$ cat src/rtl/ram_loader.sv
// Byte-stream to 16-bit word memory loader: gathers little-endian byte pairs,
// writes them to sequential addresses and keeps a running 16-bit checksum.
module ram_loader #(
    parameter int AW    = 11,
    parameter int DEPTH = 2048
) (
    input  logic          clk,
    input  logic          resetq,
    input  logic          start,
    input  logic [AW:0]   len,
    input  logic [7:0]    rx_data,
    input  logic          rx_valid,
    output logic          rx_ready,
    output logic          wr_en,
    output logic [AW-1:0] wr_addr,
    output logic [15:0]   wr_data,
    output logic          busy,
    output logic          done,
    output logic [15:0]   checksum
);

    typedef enum logic [2:0] {IDLE, LO, HI, WR, DONE} state_t;

    localparam logic [AW:0] DEPTH_W = DEPTH[AW:0];
    localparam logic [AW:0] ONE_W   = {{AW{1'b0}}, 1'b1};

    state_t      state;
    state_t      state_next;
    logic [AW:0] remaining;
    logic        launch;
    logic        take;
    logic        last;

    assign launch = start && (state == IDLE || state == DONE);
    assign take   = rx_valid && rx_ready;
    assign last   = (remaining == ONE_W);

    always_ff @(posedge clk or negedge resetq) begin
        if (!resetq) begin
            state <= IDLE;
        end else begin
            state <= state_next;
        end
    end

    always_comb begin
        state_next = state;
        rx_ready   = 1'b0;
        wr_en      = 1'b0;
        busy       = 1'b0;
        unique case (state)
            IDLE, DONE: begin
                if (start) state_next = LO;
            end
            LO: begin
                rx_ready = 1'b1;
                busy     = 1'b1;
                if (rx_valid) state_next = HI;
            end
            HI: begin
                rx_ready = 1'b1;
                busy     = 1'b1;
                if (rx_valid) state_next = WR;
            end
            WR: begin
                wr_en      = 1'b1;
                busy       = 1'b1;
                state_next = last ? DONE : LO;
            end
            default: state_next = IDLE;
        endcase
    end

    // Lengths of zero or beyond the memory size load the whole memory, so the
    // address counter can never wrap past DEPTH-1.
    always_ff @(posedge clk or negedge resetq) begin
        if (!resetq) begin
            remaining <= '0;
            wr_addr   <= '0;
            wr_data   <= '0;
            checksum  <= '0;
            done      <= 1'b0;
        end else begin
            if (launch) begin
                remaining <= (len == '0 || len > DEPTH_W) ? DEPTH_W : len;
                wr_addr   <= '0;
                checksum  <= '0;
                done      <= 1'b0;
            end
            if (take && state == LO) wr_data[7:0]  <= rx_data;
            if (take && state == HI) wr_data[15:8] <= rx_data;
            if (state == WR) begin
                checksum  <= checksum + wr_data;
                remaining <= remaining - ONE_W;
                if (last) begin
                    done <= 1'b1;
                end else begin
                    wr_addr <= wr_addr + 1'b1;
                end
            end
        end
    end

endmodule

$ cat config.mk
export PLATFORM = sky130hd
export DESIGN_NAME = ram_loader
export DESIGN_NICKNAME = d
export VERILOG_FILES = /design/src/rtl/ram_loader.sv
export SDC_FILE = /design/constraint.sdc
export NUM_CORES = 1
export LEC_CHECK = 0
export BUFFER_PORTS_ARGS = -buffer_cell sky130_fd_sc_hd__buf_4
export CORE_ASPECT_RATIO = 1.4
export CORE_UTILIZATION = 49
export DETAILED_ROUTE_END_ITERATION = 6
export GPL_ROUTABILITY_DRIVEN = 1
export PLACE_DENSITY = 0.79
export REMOVE_ABC_BUFFERS = 1
export SLEW_MARGIN = 20
export SYNTH_ARGS = -nofsm -noshare
export SYNTH_HDL_FRONTEND = slang
export SYNTH_SLANG_ARGS = --single-unit
export TNS_END_PERCENT = 10
$ cat constraint.sdc
create_clock -name clk -period 2.25 [get_ports clk]
set_input_delay 0.1125 -clock clk [delete_from_list [all_inputs] [get_ports clk]]
set_output_delay 0.1125 -clock clk [all_outputs]
set_load 0.01 [all_outputs]
==> key figures <==
Final layout
  – Share of layout cells above drive strength 1: roughly a third
  – Inserted Diodes: 0
  – Area of the multi-input gates: roughly 0.0018 mm2
  – Area Overhead vs Synth: 31.5%
  – Final Non-Filler Cells: about 510
  – Sequential cell area: between 0.001 and 0.0015 mm2
  – Most common cell after layout, fill and taps aside: buf_4
  – Nets: 475
  – Final core occ: 66.3%
  – Commonest cells after routing, fill and taps aside: 91 x buf_4, 59 x dfrtp_1, 42 x nand2_1
  – Filler cells: 557

Logic synthesis
  – Sequential fraction of the synthesis area: between 40 and 50%
  – Synth Area in Adders: between 7 and 8%
  – Post-synth ARST share: between 90% and 100%
  – Synth Flop Type: dfrtp_1
  – Post-Synth Simple-Gate Area: a little under a fifth
  – Post-synthesis mux area share: between 6 and 7%
  – Post-synth EDFFs: 0
  – Largest family of logic cells by synthesized area: simple AND/OR/NAND/NOR gates
  – Compound-cell area share of the yosys netlist: roughly 16%
  – Synth warn: 0
  – Mapped cell area: 0.00331 mm2
  – Seq cells post-synth: a little under 60
  – Synth unique cells: 51
  – Post-Synth XOR/XNOR Area: under 10%
  – Post-synthesis cell count: between 300 and 400
  – Syn Area/Cell: just under 10 um2

STA
  – Worst Slack Setup Final: -0.0418 ns
  – Final Setup Violations: 2
  – Worst slew pin tran: 0.757 ns
  – Setup TNS: -0.0563 ns
  – Hold slack: 0.0173 ns
  – Tmin final: roughly 2.3 ns
  – Final Cycle Share: 102%
  – Maximum clock frequency: 0.436 GHz
  – Clock Skews: around 0.010 ns
  – Max Slew Vio Count: 0
  – Slew headroom: between 40% and 50%
  – Final Hold Vio Count: 0
  – RSZ-0062 raised after global routing: true

Placed design
  – Placer Congestion: 1.00
  – PortBufs: 70
  – Final HPWL DP: around 6200 um
  – DP Worst Slack: -0.325 ns
  – Dpl cells: a little under 500

Power
  – P_sw: ~2.6 mW
  – Clk network pwr share: about 17%
  – Combinational cell fraction of total power: 53.1%
  – PwrDens: approximately 1500 mW/mm2
  – Leak Pwr: 2.05 nW
  – Net Sw Frac: approximately 41%
  – Int Pwr: about 3.8 mW
  – Max VDD drop: 0.00116 V
  – Power share of the sequential group: 29.6%

Global routing
  – Overflow after GRT: 0
  – Vias in the first global route: roughly 3.0k
  – First-pass GRT wire length: 14200 um
  – Total GRT Usage: between 20% and 30%
  – Initial antenna violation count: 0
  – Largest net degree at the start of global routing: 60

Floorplan
  – Initial core utilization: between 50% and 60%
  – IO Count: 71
  – Die area: between 0.007 and 0.008 mm2
  – Die Y: between 90 and 100 um
  – Core footprint: around 0.0066 mm2
  – Die Wd: just over 70 um
  – FP Rows: 35

Outcome
  – Status: complete, but fails checks
  – Failing checks: negative setup slack

Clock tree
  – TritonCTS Buffers: 9
  – # clock sinks: 59
  – Root buf cell: clkbuf_8
  – Worst-path clk slew: approximately 0.08 ns
  – CTS tree: done
  – H-tree depth: 3
  – Worst-skew pair later-pin latency: 0.34 ns
  – Longest Clk Path Bufs: 2

Route
  – Total routed wirelength: 8530 um
  – # DRC: 0
  – Initial DRC Count: approximately 150
  – Router iterations before antenna repair: 4
  – DR vias/cell: 5.80
  – Mean routed wirelength per cell: 16.7 um
  – Routed Antenna Nets: 0
  – DR vias: approximately 3.0k

Critical path
  – Setup crit end kind: flop
  – Critical Path Fanout Max: 3
  – Worst path required time: between 2 and 2.5 ns
  – Crit path kind: flop to flop
  – CP Launch Type: flop
  – Arr. time, crit path: about 2.5 ns

Run
  – Max-cap violations: 0

Min path
  – Hold Crit Class: input pin to flop
[final timing paths]
path / startpoint / endpoint / slack [ns] / cells after the start
setup reg to reg: wr_data[0]$_DFFE_PN0P_ / checksum[14]$_DFFE_PN0P_ / -0.04 / 10
hold reg to reg: done$_DFF_PN0_ / done$_DFF_PN0_ / 0.49 / 2
setup / recovery: wr_data[0]$_DFFE_PN0P_ / checksum[14]$_DFFE_PN0P_ / -0.04 / 10
min in group asynchronous: resetq / wr_addr[7]$_DFF_PN0_ / 0.38 / 2
hold / removal: rx_data[3] / wr_data[11]$_DFFE_PN0P_ / 0.02 / 2
max in group asynchronous: resetq / checksum[2]$_DFFE_PN0P_ / 1.36 / 2
[layout make-up]
class                      instances  share of cell area, %
sequential                        59                   33.9
clock buffer                      12                   3.56
inverter                           4                  0.345
multi-input combinational        263                   41.8
tap                               74                   2.13
clock inverter                     4                   1.67
timing repair buffer              95                   16.6
[repair_timing]
item / in CTS / in global routing
pin swaps: 7 / 2
endpoints found under the hold margin: 62 / 0
hold buffers: 4 / 0
setup buffers: 0 / 1
setup endpoints to repair: 6 / 9
gates resized for setup: 10 / 5
[power groups by stage]
| stage | clock, mW | combinational, mW | sequential [mW] |
|---|---|---|---|
| finish | 1.11 | 3.41 | 1.90 |
| global route | 1.17 | 3.76 | 1.96 |
| CTS | 1.13 | 3.36 | 1.90 |
| detailed placement | 0 | 3.26 | 1.91 |
| global placement | 0 | 3.19 | 1.90 |
| floorplan | 0 | 1.91 | 1.94 |
[sequential cells by signal (all words and copies together) (netlist names)]
register / cells
checksum: 16
wr_data: 16
remaining: 12
wr_addr: 11
state: 3
done: 1
[kinds of logic after synthesis]
| family | after synthesis |
|---|---|
| AO/OA/AOI/OAI | 87 |
| adder cells (fa/ha/maj) | 19 |
| buffers and inverters | 16 |
| XOR/XNOR | 17 |
| multiplexers | 19 |
| flip-flops | 59 |
| AND/OR/NAND/NOR | 121 |
[layer usage]
layer / up-vias / GRT usage (%) / wire [um] / share of wire, %
met4: 0 / 8.90 / 193 / 2.3
met1: 1421 / 30.5 / 3580 / 42
li1: 1423 / - / - / -
met2: 103 / 45.5 / 4380 / 51
met3: 18 / 4.96 / 374 / 4.4
met5: - / 0 / 0 / 0
[critical path, cell delays in order, from the launching register on]
cell and delay (ns):
dfrtp_1 0.40, ha_2 0.21, fa_2 0.38, a211oi_2 0.21, o21bai_1 0.11, a32oi_2 0.22
buf_4 0.16, o221ai_2 0.11, a21oi_2 0.15, xor2_1 0.16, o21ai_1 0.08
[synth_stat cells (3+ instances only)]
cell	instances	area, um2
a21oi_1	22	110
dfrtp_1	59	1480
nor3_1	7	35.0
inv_1	4	15.0
nor4_1	3	18.8
o31ai_1	4	30.0
nand2_1	42	158
xnor2_1	6	52.6
nand4_1	7	43.8
a22o_1	3	26.3
o211ai_1	5	37.5
clkbuf_1	8	30.0
or2_2	3	18.8
o311ai_0	3	26.3
a21o_1	6	45.0
xor2_1	11	96.3
nor2b_1	6	37.5
o21ai_0	27	135
mux2_2	17	191
and3_1	4	25.0
nand2b_1	4	25.0
a211oi_1	5	37.5
nand3_1	12	60.1
nor2_1	22	82.6
ha_1	18	225
[metrics by stage]
stage	instance area [um2]	total power [mW]
floorplan	3250	3.85
global placement	4020	5.09
detailed placement	4020	5.17
CTS	4330	6.38
global route	4350	6.90
finish	4350	6.43
Note: power is estimated with default switching activity, not from simulation.
